`src/rtl/z_result_fifo_pkg.sv`:
```
// ---------------------------------------------------------------------------
// z_result_fifo_pkg : shared widths, FIFO state encoding and clog2 helper
// Revision: 1.0
// ---------------------------------------------------------------------------
`default_nettype none

package z_result_fifo_pkg;

  localparam int DATAWIDTH_DEF = 64;
  localparam int DROPWIDTH_DEF = 16;

  typedef enum logic [1:0] {
    ST_EMPTY   = 2'd0,
    ST_PARTIAL = 2'd1,
    ST_FULL    = 2'd2
  } fifo_state_e;

  function automatic int clog2(input int n);
    int r;
    r = 0;
    for (int i = 0; i < 31; i++) begin
      if ((1 << i) < n) r = i + 1;
    end
    return r;
  endfunction

endpackage

`default_nettype wire

```
`src/rtl/z_fifo_mem.sv`:
```
// ---------------------------------------------------------------------------
// z_fifo_mem : DEPTH x DATAWIDTH register array, sync write, async read
// Revision: 1.0
// ---------------------------------------------------------------------------
`default_nettype none

module z_fifo_mem
  import z_result_fifo_pkg::*;
#(
  parameter int DATAWIDTH = DATAWIDTH_DEF,
  parameter int DEPTH     = 4,
  parameter int ADDRWIDTH = clog2(DEPTH)
) (
  input  logic                 clk,
  input  logic                 we,
  input  logic [ADDRWIDTH-1:0] waddr,
  input  logic [DATAWIDTH-1:0] wdata,
  input  logic [ADDRWIDTH-1:0] raddr,
  output logic [DATAWIDTH-1:0] rdata
);

  // Storage is deliberately left out of reset; validity is tracked by the pointers.
  logic [DATAWIDTH-1:0] r_mem [DEPTH];

  always_ff @(posedge clk) begin
    if (we) r_mem[waddr] <= wdata;
  end

  assign rdata = r_mem[raddr];

endmodule

`default_nettype wire

```
`src/rtl/z_result_fifo.sv`:
```
// ---------------------------------------------------------------------------
// z_result_fifo : show-ahead result FIFO with sticky overflow and drop counter
// Revision: 1.0
// ---------------------------------------------------------------------------
`default_nettype none

module z_result_fifo
  import z_result_fifo_pkg::*;
#(
  parameter int DATAWIDTH = DATAWIDTH_DEF,
  parameter int DEPTH     = 4,
  parameter int ADDRWIDTH = clog2(DEPTH),
  parameter int DROPWIDTH = DROPWIDTH_DEF
) (
  input  logic                        clk,
  input  logic                        rst,
  input  logic signed [DATAWIDTH-1:0] in_data,
  input  logic                        in_valid,
  output logic signed [DATAWIDTH-1:0] out_data,
  output logic                        out_valid,
  input  logic                        out_ready,
  input  logic                        clr_ovf,
  output logic        [ADDRWIDTH:0]   count,
  output logic                        full,
  output logic                        overflow,
  output logic        [DROPWIDTH-1:0] drop_count
);

  localparam logic [ADDRWIDTH:0]   C_DEPTH    = (ADDRWIDTH+1)'(DEPTH);
  localparam logic [DROPWIDTH-1:0] C_DROP_MAX = '1;

  logic [ADDRWIDTH-1:0] r_wr_ptr;
  logic [ADDRWIDTH-1:0] r_rd_ptr;
  logic [ADDRWIDTH:0]   r_count;
  fifo_state_e          r_state;
  logic                 r_overflow;
  logic [DROPWIDTH-1:0] r_drop_count;

  logic                 w_push;
  logic                 w_pop;
  logic                 w_drop;
  logic [ADDRWIDTH:0]   w_count_nxt;
  fifo_state_e          w_state_nxt;
  logic [DROPWIDTH-1:0] w_drop_inc;
  logic [DATAWIDTH-1:0] w_rdata;

  assign w_pop  = out_valid && out_ready;
  assign w_push = in_valid && (!full || w_pop);
  assign w_drop = in_valid && full && !w_pop;

  assign w_drop_inc = (r_drop_count == C_DROP_MAX) ? r_drop_count
                                                   : r_drop_count + DROPWIDTH'(1);

  always_comb begin
    w_count_nxt = r_count;
    if (w_push && !w_pop)      w_count_nxt = r_count + (ADDRWIDTH+1)'(1);
    else if (w_pop && !w_push) w_count_nxt = r_count - (ADDRWIDTH+1)'(1);
  end

  always_comb begin
    w_state_nxt = ST_PARTIAL;
    if (w_count_nxt == '0)          w_state_nxt = ST_EMPTY;
    else if (w_count_nxt == C_DEPTH) w_state_nxt = ST_FULL;
  end

  always_ff @(posedge clk or negedge rst) begin
    if (!rst) begin
      r_wr_ptr     <= '0;
      r_rd_ptr     <= '0;
      r_count      <= '0;
      r_state      <= ST_EMPTY;
      r_overflow   <= 1'b0;
      r_drop_count <= '0;
    end else begin
      if (w_push) r_wr_ptr <= r_wr_ptr + ADDRWIDTH'(1);
      if (w_pop)  r_rd_ptr <= r_rd_ptr + ADDRWIDTH'(1);
      r_count <= w_count_nxt;
      r_state <= w_state_nxt;
      // A drop in the same cycle as a clear restarts the tally at one.
      if (w_drop) begin
        r_overflow   <= 1'b1;
        r_drop_count <= clr_ovf ? DROPWIDTH'(1) : w_drop_inc;
      end else if (clr_ovf) begin
        r_overflow   <= 1'b0;
        r_drop_count <= '0;
      end
    end
  end

  z_fifo_mem #(
    .DATAWIDTH (DATAWIDTH),
    .DEPTH     (DEPTH),
    .ADDRWIDTH (ADDRWIDTH)
  ) u_mem (
    .clk   (clk),
    .we    (w_push),
    .waddr (r_wr_ptr),
    .wdata (in_data),
    .raddr (r_rd_ptr),
    .rdata (w_rdata)
  );

  assign out_valid  = (r_state != ST_EMPTY);
  assign full       = (r_state == ST_FULL);
  assign count      = r_count;
  assign overflow   = r_overflow;
  assign drop_count = r_drop_count;
  assign out_data   = out_valid ? w_rdata : '0;

endmodule

`default_nettype wire

```
`config.mk`:
```
export PLATFORM = sky130hd
export DESIGN_NAME = z_result_fifo
export DESIGN_NICKNAME = d
export VERILOG_FILES = /design/src/rtl/z_result_fifo_pkg.sv /design/src/rtl/z_fifo_mem.sv /design/src/rtl/z_result_fifo.sv
export SDC_FILE = /design/constraint.sdc
export NUM_CORES = 1
export LEC_CHECK = 0
export BUFFER_PORTS_ARGS = -buffer_cell sky130_fd_sc_hd__buf_2
export CORE_MARGIN = 2
export CORE_UTILIZATION = 52
export DETAILED_ROUTE_END_ITERATION = 12
export GPL_TIMING_DRIVEN = 0
export PLACE_DENSITY_LB_ADDON = 0.15
export SETUP_SLACK_MARGIN = 0.4
export SLEW_MARGIN = 15
export SYNTH_ARGS = -nofsm -noshare
export SYNTH_HDL_FRONTEND = slang
export SYNTH_SLANG_ARGS = --single-unit
export TNS_END_PERCENT = 10
```
`constraint.sdc`:
```
create_clock -name clk -period 2.9 [get_ports clk]
set_clock_uncertainty 0.2 [all_clocks]
set_input_delay 0.145 -clock clk [delete_from_list [all_inputs] [get_ports clk]]
set_output_delay 0.145 -clock clk [all_outputs]
set_load 0.05 [all_outputs]
```
---- After elaboration in Yosys (flattened, before gate mapping) ----
Memories as Yosys holds them, arrays and structs flattened.
Cells that the tools add are included.
storage, ports and cells
  output and inout bits ................... 86
  input port bits ......................... 69
  memories ................................ 1
  word-level logic and storage cells ...... 43
  bits in writable memories ............... 256
  register bits after elaboration ......... 26
memory list
  memory       words  bits a word  rd ports  clocked after memory_dff  write ports  RTL line          RTL
  u_mem.r_mem  4      64           1         0                         1            z_fifo_mem.sv:23  logic [DATAWIDTH-1:0] r_mem [DEPTH];
operators by class
  add/sub/neg operators ................... 5
  reductions and logical operators ........ 14
  mux-type cells .......................... 13
  equality and inequality tests ........... 4
operators by type and width
  cell                     count
  $mux W16                 4
  $mux W64                 1
  $add A16 B1 Y16 const B  1
  $eq A16 B16 Y1 const B   1
  $logic_and A1 B1 Y1      6
  $mux W3                  2
  $add A2 B1 Y2 const B    2
  $mux W1                  4
  $mux W2                  2
  $reduce_bool A2 Y1       2
  $add A3 B1 Y3 const B    1
  $eq A3 B3 Y1 const B     1
  $logic_not A1 Y1         3
  $logic_not A3 Y1         1
  $sub A3 B1 Y3 const B    1
  $eq A2 B2 Y1 const B     1
  $ne A2 B2 Y1 const B     1
  $reduce_and A2 Y1        1
  $logic_or A1 B1 Y1       1

---- Logic depth before layout (Yosys ltp) ----
Gate-level depths: netlist (run 1).
  depth in word-level cells ............... 11
  mapped depth ............................ 6
  gate-level depth less buffers ........... 6

---- Cells and area by module ----
Synthesis (run 1) repeated with hierarchy kept, for this count alone.
unflattened totals
  cell total of the unflattened synthesis .. 555
  area, all modules ....................... 11170.7 um^2
by module, submodules not included
  module         times used  sequential area each (um^2)  cells each  area each (um^2)
  z_fifo_mem     1           7687.4                       338         9341.5
  z_result_fifo  1           650.6                        217         1829.3

---- Least setup slack after synthesis (run 1) ----
No wires, ideal clock.
  kind .................................... flip-flop to flip-flop
  start ................................... reg r_state[1]
  end ..................................... mem u_mem.r_mem[0][0] (netlist bit) (enable)
  data arrival time ....................... 2.734 ns
  path slack .............................. -0.462 ns
  clock period less this slack ............ 3.362 ns
  buffers on the path ..................... 0
  required time ........................... 2.271 ns
  cell stages (with the launch flop) ...... 4
  library setup time ...................... 0.429 ns
  path through ............................ dfrtp_1 -> nor2b_1 -> a21boi_1 -> and2_1
between the ends
  word-level cells in the longest chain between the ends .. 6
  elaborated cells between the ends (all ways) .. 8
  classes of those cells .................. 1 x eq/ne; 2 x mux; 5 x reduce/logical
RTL lines
  what                           RTL line              RTL
  start, declared                z_result_fifo.sv:35   fifo_state_e r_state;
  start signal, assigned         z_result_fifo.sv:78   r_state <= w_state_nxt;
  $eq A2 B2 Y1                   z_result_fifo.sv:104  assign full = (r_state == ST_FULL);
  net full                       z_result_fifo.sv:24   output logic full,
  $logic_not A1 Y1               z_result_fifo.sv:48   assign w_push = in_valid && (!full || w_pop);
  $logic_or A1 B1 Y1             z_result_fifo.sv:48
  $logic_and A1 B1 Y1            z_result_fifo.sv:48
  $mux W1                        z_fifo_mem.sv:26      if (we) r_mem[waddr] <= wdata;
  $mux W1 (not written as such)  z_fifo_mem.sv:26
  end, declared                  z_fifo_mem.sv:23
The timed path passes the listed nets, and every way through them passes these cells.

---- Worst setup path after layout (run 1) ----
  start ................................... reg r_rd_ptr[0]
  end ..................................... out out_data[39]
between the ends
  word-level cells in the longest chain between the ends .. 2
RTL lines
  what                    RTL line              RTL
  start, declared         z_result_fifo.sv:33   logic [ADDRWIDTH-1:0] r_rd_ptr;
  start signal, assigned  z_result_fifo.sv:76   if (w_pop) r_rd_ptr <= r_rd_ptr + ADDRWIDTH'(1);
  $mem_v2 Z4 W64          --
  $mux W64                z_result_fifo.sv:108  assign out_data = out_valid ? w_rdata : '0;
  end, declared           z_result_fifo.sv:19   output logic signed [DATAWIDTH-1:0] out_data,
No other way between the ends.

==> results of run 1 <==
## cell usage after synthesis, drive strengths merged (5+ instances only)
master,instances
mux2,5
nor2b,9
nor3,7
a21oi,6
clkbuf,18
nand3,6
ha,7
nand4,6
buf,12
mux4,64
nor2,12
nand2,10
edfxtp,256
and2,69
o21ai,7
inv,8
dfrtp,26
## where the power goes
| group | leakage, nW | total [W] | internal, W | switching (W) |
|---|---|---|---|---|
| Sequential | 2.69 | 0.00545 | 0.00526 | 0.000195 |
| Clock | 0.478 | 0.00370 | 0.00215 | 0.00155 |
| Combinational | 2.20 | 0.00731 | 0.00281 | 0.00450 |
## metrics by stage
| stage | total power (W) | TNS (ps) | instance area (µm²) |
|---|---|---|---|
| floorplan | 0.01032 | 0 | 11280 |
| global placement | 0.01177 | -78160 | 12400 |
| detailed placement | 0.01193 | 0 | 12500 |
| CTS | 0.01644 | 0 | 14590 |
| global route | 0.01712 | 0 | 14700 |
| finish | 0.01647 | 0 | 14700 |
## path summary, 6_finish.rpt
| path | start | to | slack [ps] | cells past startpoint |
|---|---|---|---|---|
| setup / recovery | r_rd_ptr[0] | out_data[39] | 370 | 5 |
| hold / removal | out_ready | count[1] | 100 | 6 |
| setup reg to reg | r_state[1] | u_mem.r_mem[3][48] | 520 | 4 |
| hold reg to reg | overflow | overflow | 280 | 1 |
| max in group asynchronous | rst | r_rd_ptr[0] | 1890 | 4 |
| min in group asynchronous | rst | r_state[0] | 440 | 4 |
## placed cells by master (no fill, tap or decap), types with 11 or more instances in the layout
| cell type | count |
|---|---|
| buf_2 | 121 |
| buf_4 | 30 |
| dfrtp_1 | 24 |
| dlygate4sd3_1 | 70 |
| and2_1 | 64 |
| mux4_2 | 64 |
| nor2_1 | 12 |
| clkbuf_1 | 11 |
| clkbuf_16 | 32 |
| buf_6 | 11 |
| edfxtp_1 | 256 |
## final cells by class
type                    count  area, µm²  share of cell area
multi-input cells         262       2808              0.1911
clock inverters            20      176.4             0.01201
flip-flops and latches    282       8341              0.5676
well taps                 275      344.1             0.02341
repair buffers            239       1889              0.1286
inverters                   8      30.03            0.002043
clock buffers              36      803.3             0.05466
plain buffers              30      304.0             0.02069
## worst min-delay path, cell delays in order
cell      delay, ps
buf_2           110
clkbuf_1        200
inv_1           130
nand3_1          90
o221ai_1         60
o21ai_0          70
## layer usage
metal,vias up,track usage
met4,0,0.04579
met5,-,0
li1,2881,-
met1,3281,0.2502
met2,198,0.3627
met3,41,0.04458
## state kept, by name (all words and copies together) (netlist names)
register / flops
count: 3
drop_count: 16
overflow: 1
r_rd_ptr: 2
r_state: 2
r_wr_ptr: 2
u_mem.r_mem: 256
## logic make-up (layout without fill, tap and decap cells)
group | count (synthesis) | after routing | synth area share
AOI/OAI and AO/OA | 38 | 38 | 0.02297
xor gates and xnor gates | 5 | 5 | 0.003884
adders and majority gates | 7 | 7 | 0.007767
buffers and inverters | 38 | 333 | 0.01454
DFF | 282 | 282 | 0.7395
muxes | 72 | 72 | 0.1355
and+or+nand+nor | 138 | 140 | 0.07590
## what timing repair did
item	4_1_cts	5_1_grt
setup buffers	5	1
pin swaps	0	3
endpoints found under the setup margin	211	210
hold endpoints to repair	296	0
hold buffers	71	0
gates resized for setup	95	17
gates cloned	2	4
==> results.sh, run 1 <==
export IMPL_status="finished, final reports clean"
export IMPL_met3_length_mm=1.431
export IMPL_final_util=0.6947
export IMPL_leakage_nw=5.373
export IMPL_wl_mm=23.40
export IMPL_seq_area_frac_synth=0.7395
export IMPL_root_buffer="clkbuf_16"
export IMPL_clk_latency_ps=550
export IMPL_worstPathRequired_ps=2560
export IMPL_initial_core_util=0.5330
export IMPL_synth_area_leaders="edfxtp_1 (68%), mux4_2 (13%), dfrtp_1 (5.8%), and2_1 (3.8%), ha_1 (0.78%)"
export IMPL_pin_count=155
export IMPL_met1_length_mm=9.502
export IMPL_final_cells=1152
export IMPL_worst_path_dominant_cell_family="buffers and inverters"
export IMPL_cts_reportedPaths_clkPinSlew_ps=60
export IMPL_crit_slowest_cell="mux4_2"
export IMPL_drive_gt1_frac=0.3694
export IMPL_final_max_slew_violation_count=0
export IMPL_ant_nets=0
export IMPL_vdd_drop_max_uv=1118
export IMPL_grt_pass1_vias=6727
export IMPL_clock_path_buffers=3
export IMPL_ys_warn_count=0
export IMPL_nets=929
export IMPL_crit_fanout=8
export IMPL_max_cap_violations=0
export IMPL_dr_pass1_iters=5
export IMPL_io_buffer_count=154
export IMPL_postSynth_asyncResetShare=0.09220
export IMPL_period_minus_slack_ps=2525
export IMPL_grt_usage=0.2014
export IMPL_slew_headroom=0.6283
export IMPL_syn_cell_area_mm2=0.01128
export IMPL_worstMarginPinSlew_ps=552.9
export IMPL_critPathLaunchType="register"
export IMPL_cts_tree="done"
export IMPL_route_met2_wl_mm=12.04
export IMPL_cts_sinks=282
export IMPL_ys_flop_type="edfxtp_1"
export IMPL_vias_per_cell=5.556
export IMPL_path_cells="buf_12 > clkbuf_16 > mux4_2 > and2_1 > buf_4"
export IMPL_diodes=0
export IMPL_rows=53
export IMPL_grt_overflow=0
export IMPL_rsz0062_at_grt="yes"
export IMPL_die_x_um=151.3
export IMPL_setup_slack_ps=374.9
export IMPL_path_class="register to output port"
export IMPL_ys_types=51
export IMPL_synth_edf_count=256
export IMPL_cts_buffers=30
export IMPL_drtIter0Drc=323
export IMPL_synth_cells=580
export IMPL_synth_area_per_cell_um2=19.44
export IMPL_max_stage_delay_ps=490
export IMPL_vias=6401
export IMPL_synth_seq_cells=282
export IMPL_coreArea_mm2=0.02115
export IMPL_finalHoldViolCount=0
export IMPL_crit_arrival_ps=2180
export IMPL_dieArea_mm2=0.02288
export IMPL_grt_antenna_before_repair=0
export IMPL_power_density_mw_per_mm2=1121
export IMPL_synth_nets=656
export IMPL_end_kind="output port"
export IMPL_post_route_period_util=0.8707
export IMPL_grt_pass1_wl_mm=35.16
export IMPL_path_buf_inv=3
export IMPL_hold_path_class="input port to register"
export IMPL_post_synth_top_area_cell="edfxtp_1"
export IMPL_hold_worst_slack_ps=96.71
export IMPL_syn2layout_area_growth_pct=30.33
export IMPL_finalSetupViolCount=0
export IMPL_drc=0
export IMPL_grt_max_degree=41
export IMPL_dpl_cell_count=1013
export IMPL_fillerInstances=1366
export IMPL_h_tree_depth=1
export IMPL_post_dp_hpwl_mm=13.40
export IMPL_place_gp_congestion=0.8105
export IMPL_dp_slack_ps=140.4
export IMPL_highest_layer="met4"
export IMPL_die_h_um=151.3
export IMPL_synth_top_area_share=0.6818
export IMPL_max_freq_ghz=0.3960
export IMPL_wl_per_cell_um=20.31
Note: power is estimated with default switching activity, not from simulation.
==> run 2, diff against run 1 <==
--- a/config.mk
+++ b/config.mk
@@ -7,9 +7,10 @@
 export LEC_CHECK = 0
 export BUFFER_PORTS_ARGS = -buffer_cell sky130_fd_sc_hd__buf_2
 export CORE_MARGIN = 2
-export CORE_UTILIZATION = 52
+export CORE_UTILIZATION = 55
 export DETAILED_ROUTE_END_ITERATION = 12
 export GPL_TIMING_DRIVEN = 0
+export MAX_ROUTING_LAYER = met4
 export PLACE_DENSITY_LB_ADDON = 0.15
 export SETUP_SLACK_MARGIN = 0.4
 export SLEW_MARGIN = 15
==> constraint.sdc (replaced) <==
create_clock -name clk -period 2.8 [get_ports clk]
set_clock_uncertainty 0.2 [all_clocks]
set_input_delay 0.14 -clock clk [delete_from_list [all_inputs] [get_ports clk]]
set_output_delay 0.14 -clock clk [all_outputs]
set_load 0.05 [all_outputs]
==> results.sh, run 2 (same netlist as run 1, synthesis figures left out) <==
export IMPL_worstMarginPinSlew_ps=623.0
export IMPL_layout_commonest_cell="edfxtp_1"
export IMPL_grt_antenna_before_repair=0
export IMPL_pin_count=155
export IMPL_post_dp_hpwl_mm=13.49
export IMPL_seqPwrFrac=0.324
export IMPL_final_util=0.7367
export IMPL_place_area_mm2=0.01248
export IMPL_regMostFlops="u_mem.r_mem"
export IMPL_finalHoldViolCount=0
export IMPL_rsz0062_at_grt="yes"
export IMPL_grt_max_degree=35
export IMPL_place_gp_congestion=0.8596
export IMPL_reg2reg_slack_ps=390
export IMPL_finalSetupViolCount=0
export IMPL_comb_power_share=0.473
export IMPL_end_kind="output port"
export IMPL_internal_power_w=0.01096
export IMPL_path_buf_inv=4
export IMPL_hold_path_class="input port to register"
export IMPL_rows=52
export IMPL_ant_nets=0
export IMPL_vias=6356
export IMPL_io_buffer_count=154
export IMPL_dp_slack_ps=66.94
export IMPL_die_h_um=147.2
export IMPL_clock_path_buffers=3
export IMPL_leakage_nw=5.451
export IMPL_max_stage_delay_ps=490
export IMPL_critPathLaunchType="register"
export IMPL_drive_gt1_frac=0.3898
export IMPL_cts_buffers=28
export IMPL_wl_mm=23.93
export IMPL_grt_overflow=0
export IMPL_grt_pass1_vias=6726
export IMPL_fin_area_mm2=0.01486
export IMPL_diodes=0
export IMPL_final_max_slew_violation_count=0
export IMPL_slew_headroom=0.5822
export IMPL_dr_pass1_iters=4
export IMPL_crit_fanout=5
export IMPL_drc=0
export IMPL_ff_latch_area_mm2=0.008341
export IMPL_syn2layout_area_growth_pct=31.77
export IMPL_period_minus_slack_ps=2489
export IMPL_crit_arrival_ps=2150
export IMPL_cts_sinks=282
export IMPL_dieArea_mm2=0.02166
export IMPL_status="finished, final reports clean"
export IMPL_vdd_drop_max_uv=1024
export IMPL_root_buffer="clkbuf_16"
export IMPL_p_clk_frac=0.204
export IMPL_h_tree_depth=1
export IMPL_final_cell_mix="edfxtp_1 (256), buf_2 (112), dlygate4sd3_1 (71), mux4_2 (64), and2_1 (45)"
export IMPL_crit_slowest_cell="mux4_2"
export IMPL_cpMostUsedCell="buf_12"
export IMPL_swShare=0.3728
export IMPL_coreArea_mm2=0.02017
export IMPL_grt_pass1_wl_mm=37.35
export IMPL_path_class="register to output port"
export IMPL_cts_tree="done"
export IMPL_power_density_mw_per_mm2=1176
export IMPL_worstPathRequired_ps=2460
export IMPL_initial_core_util=0.5591
export IMPL_max_freq_ghz=0.4017
export IMPL_clk_latency_ps=540
export IMPL_cts_reportedPaths_clkPinSlew_ps=60
export IMPL_path_cells="buf_12 > buf_12 > buf_16 > mux4_2 > and2_4 > buf_6"
export IMPL_nets=935
export IMPL_largest_reg_flops=256
export IMPL_switchingPower_w=0.006516
export IMPL_grt_usage=0.2320
export IMPL_setup_slack_ps=310.7
export IMPL_fillerInstances=1256
export IMPL_multi_input_area_mm2=0.002870
export IMPL_die_x_um=147.2
export IMPL_post_route_period_util=0.8890
export IMPL_worst_path_dominant_cell_family="buffers and inverters"
export IMPL_vias_per_cell=5.527
export IMPL_wl_per_cell_um=20.81
export IMPL_drtIter0Drc=279
export IMPL_max_cap_violations=0
[run 2: changes by cell type in the layout (fill, tap and decap cells not counted), moves of 3 or more]
cell	before	now
buf_2	121	112
clkinv_2	9	6
clkinv_1	5	8
buf_8	2	17
and2_1	64	45
buf_12	10	14
and2_4	5	24
clkbuf_8	9	4
[run 2: power by group through the flow]
stage	registers [W]	clock network (W)	logic, W
finish	0.00566	0.00356	0.00826
floorplan	0.00576	0	0.00492
global route	0.00572	0.00381	0.00867
CTS	0.00566	0.00362	0.00810
detailed placement	0.00574	0	0.00659
global placement	0.00572	0	0.00644
[run 2: worst paths after layout]
kind,from,to,cells after the start
min in group asynchronous,rst,drop_count[15],4
max in group asynchronous,rst,r_rd_ptr[0],4
worst min register to register,overflow,overflow,1
worst min-delay path,out_ready,count[1],6
worst max register to register,drop_count[0],drop_count[6],5
worst max-delay path,r_rd_ptr[0],out_data[50],6
[run 2: final cells by class]
| class | count | area share |
|---|---|---|
| flip-flops and latches | 282 | 0.5613 |
| multi-input cells | 264 | 0.1932 |
| inverters | 8 | 0.002021 |
| clock inverters | 18 | 0.009095 |
| plain buffers | 30 | 0.02189 |
| repair buffers | 245 | 0.1399 |
| well taps | 270 | 0.02274 |
| clock buffers | 33 | 0.04985 |
[run 2: worst register-to-register path: stages, from the launching register on]
cell and delay (ps):
dfrtp_1 480, ha_1 290, nand2_1 140, or3_4 410, dlygate4sd3_1 580, a211oi_1 220
[run 2: through the flow]
stage / hold slack (ps) / TNS [ps] / power [W] / cells
floorplan: -355.6 / 0 / 0.01069 / 580
CTS: 60.91 / 0 / 0.01738 / 1147
global route: 148.1 / 0 / 0.01820 / 1150
detailed placement: -23.60 / 0 / 0.01233 / 1008
finish: 92.26 / 0 / 0.01748 / 1150
global placement: -29.55 / -96190 / 0.01216 / 1004
[run 2: repair_timing]
item                                    in CTS  in global routing
cloned                                       7                  1
resized for setup                          146                 44
hold buffers                                72                  0
endpoints found under the setup margin     230                196
hold endpoints to repair                   295                  0
pin swaps                                   21                  0
setup buffers                                9                  2
[run 2: metal layers]
metal / track usage / part of all wire
met5: - / 0
met4: 0.05192 / 0.014
met3: 0.03944 / 0.057
met2: 0.3900 / 0.53
met1: 0.3027 / 0.40
==> run 3, diff against run 2 <==
--- a/config.mk
+++ b/config.mk
@@ -5,10 +5,10 @@
 export SDC_FILE = /design/constraint.sdc
 export NUM_CORES = 1
 export LEC_CHECK = 0
-export BUFFER_PORTS_ARGS = -buffer_cell sky130_fd_sc_hd__buf_2
 export CORE_MARGIN = 2
 export CORE_UTILIZATION = 55
 export DETAILED_ROUTE_END_ITERATION = 12
+export DONT_BUFFER_PORTS = 1
 export GPL_TIMING_DRIVEN = 0
 export MAX_ROUTING_LAYER = met4
 export PLACE_DENSITY_LB_ADDON = 0.15
==> results.sh, run 3 (same netlist as run 1, synthesis figures left out) <==
export IMPL_layout_commonest_cell="edfxtp_1"
export IMPL_max_cap_violations=0
export IMPL_place_area_mm2=0.01171
export IMPL_grt_max_degree=32
export IMPL_cts_tree="done"
export IMPL_wl_per_cell_um=22.39
export IMPL_fin_area_mm2=0.01382
export IMPL_drc=0
export IMPL_grt_pass1_wl_mm=34.36
export IMPL_ant_nets=0
export IMPL_rows=52
export IMPL_worstMarginPinSlew_ps=727.4
export IMPL_period_minus_slack_ps=2378
export IMPL_rsz0062_at_grt="yes"
export IMPL_status="finished, final reports clean"
export IMPL_cts_reportedPaths_clkPinSlew_ps=60
export IMPL_root_buffer="clkbuf_16"
export IMPL_critPathLaunchType="register"
export IMPL_initial_core_util=0.5591
export IMPL_hold_worst_slack_ps=107.3
export IMPL_wl_mm=22.03
export IMPL_power_density_mw_per_mm2=1193
export IMPL_grt_overflow=0
export IMPL_diodes=0
export IMPL_grt_usage=0.2124
export IMPL_h_tree_depth=1
export IMPL_coreArea_mm2=0.02017
export IMPL_slew_headroom=0.5129
export IMPL_clock_path_buffers=3
export IMPL_drtIter0Drc=295
export IMPL_die_h_um=147.2
export IMPL_end_kind="output port"
export IMPL_place_gp_congestion=0.8717
export IMPL_post_route_period_util=0.8492
export IMPL_clk_latency_ps=520
export IMPL_regMostFlops="u_mem.r_mem"
export IMPL_finalHoldViolCount=0
export IMPL_cts_buffers=28
export IMPL_nets=769
export IMPL_cts_sinks=282
export IMPL_syn2layout_area_growth_pct=22.53
export IMPL_io_buffer_count=0
export IMPL_finalSetupViolCount=0
export IMPL_post_dp_hpwl_mm=13.03
export IMPL_drive_gt1_frac=0.3305
export IMPL_final_cell_mix="edfxtp_1 (256), dlygate4sd3_1 (69), mux4_2 (64), and2_4 (51), clkbuf_16 (29)"
export IMPL_setup_slack_ps=422.2
export IMPL_crit_arrival_ps=2040
export IMPL_max_freq_ghz=0.4206
export IMPL_crit_fanout=10
export IMPL_die_x_um=147.2
export IMPL_dr_pass1_iters=4
export IMPL_worstPathRequired_ps=2460
export IMPL_grt_antenna_before_repair=0
export IMPL_largest_reg_flops=256
export IMPL_grt_pass1_vias=6166
export IMPL_dp_slack_ps=-72.21
export IMPL_final_max_slew_violation_count=0
export IMPL_leakage_nw=4.732
export IMPL_vias=5777
export IMPL_dieArea_mm2=0.02166
export IMPL_vdd_drop_max_uv=728.1
export IMPL_path_class="register to output port"
export IMPL_vias_per_cell=5.871
export IMPL_pin_count=155
export IMPL_hold_path_class="input port to register"
==> run 3: cell types whose count changed in the layout (fill, tap and decap cells not counted), moves of 14 or more <==
cell | before | now
and2_1 | 45 | 4
and2_2 | 4 | 18
and2_4 | 24 | 51
buf_2 | 112 | 3
buf_4 | 28 | 6
buf_8 | 17 | 0
==> run 3: final cells by class <==
| type | instances | area, µm² |
|---|---|---|
| sequential | 282 | 8352 |
| fill | 1300 | 6354 |
| multi-input combinational | 264 | 2963 |
| timing repair buffer | 79 | 840.8 |
| clock buffer | 39 | 833.3 |
| tap | 270 | 337.8 |
| buffer | 30 | 276.5 |
| clock inverter | 12 | 182.7 |
| inverter | 8 | 30.03 |
==> run 3: repair_timing <==
item	CTS	global route
hold buffers	71	0
setup endpoints to repair	327	193
pin swaps	5	0
setup buffers	4	0
resized for setup	142	31
endpoints found under the hold margin	307	0
gates cloned	4	0
==> run 3: path summary, 6_finish.rpt <==
check / from / end / slack (ps) / cells past startpoint
max: r_rd_ptr[0] / out_data[42] / 420 / 4
min: in_data[41] / u_mem.r_mem[2][41] / 110 / 1
max reg2reg: drop_count[4] / drop_count[15] / 460 / 5
min reg2reg: r_wr_ptr[0] / r_wr_ptr[0] / 450 / 2
max in group asynchronous: rst / drop_count[2] / 1730 / 4
min in group asynchronous: rst / drop_count[9] / 500 / 4
==> run 3: critical path, cell delays in order, from the launching register on <==
cell     delay, ps
dfrtp_2        410
buf_12         170
buf_12         160
mux4_2         520
and2_4         240
==> run 3: layer usage <==
layer | routed length (µm) | vias up | global-route usage
li1 | - | 2557 | -
met1 | 8906 | 3009 | 0.2688
met2 | 11460 | 176 | 0.3598
met3 | 1229 | 35 | 0.04379
met4 | 441 | 0 | 0.04760
met5 | 0 | - | -
==> run 3: power breakdown <==
group | leakage (nW) | switching (W) | total (W) | internal [W]
logic | 1.55 | 0.00436 | 0.00673 | 0.00236
clock network | 0.505 | 0.00149 | 0.00401 | 0.00252
registers | 2.68 | 0.000300 | 0.00574 | 0.00544
==> run 3: stage by stage <==
stage | power (W) | std cells | utilization | TNS (ps)
2_1_floorplan | 0.01069 | 580 | - | 0
3_3_place_gp | 0.01152 | 850 | 0.5762 | -139360
3_5_place_dp | 0.01167 | 854 | 0.5804 | -861.8
4_1_cts | 0.01650 | 984 | 0.6823 | 0
5_1_grt | 0.01708 | 984 | 0.6850 | 0
6_report | 0.01648 | 984 | 0.6850 | 0
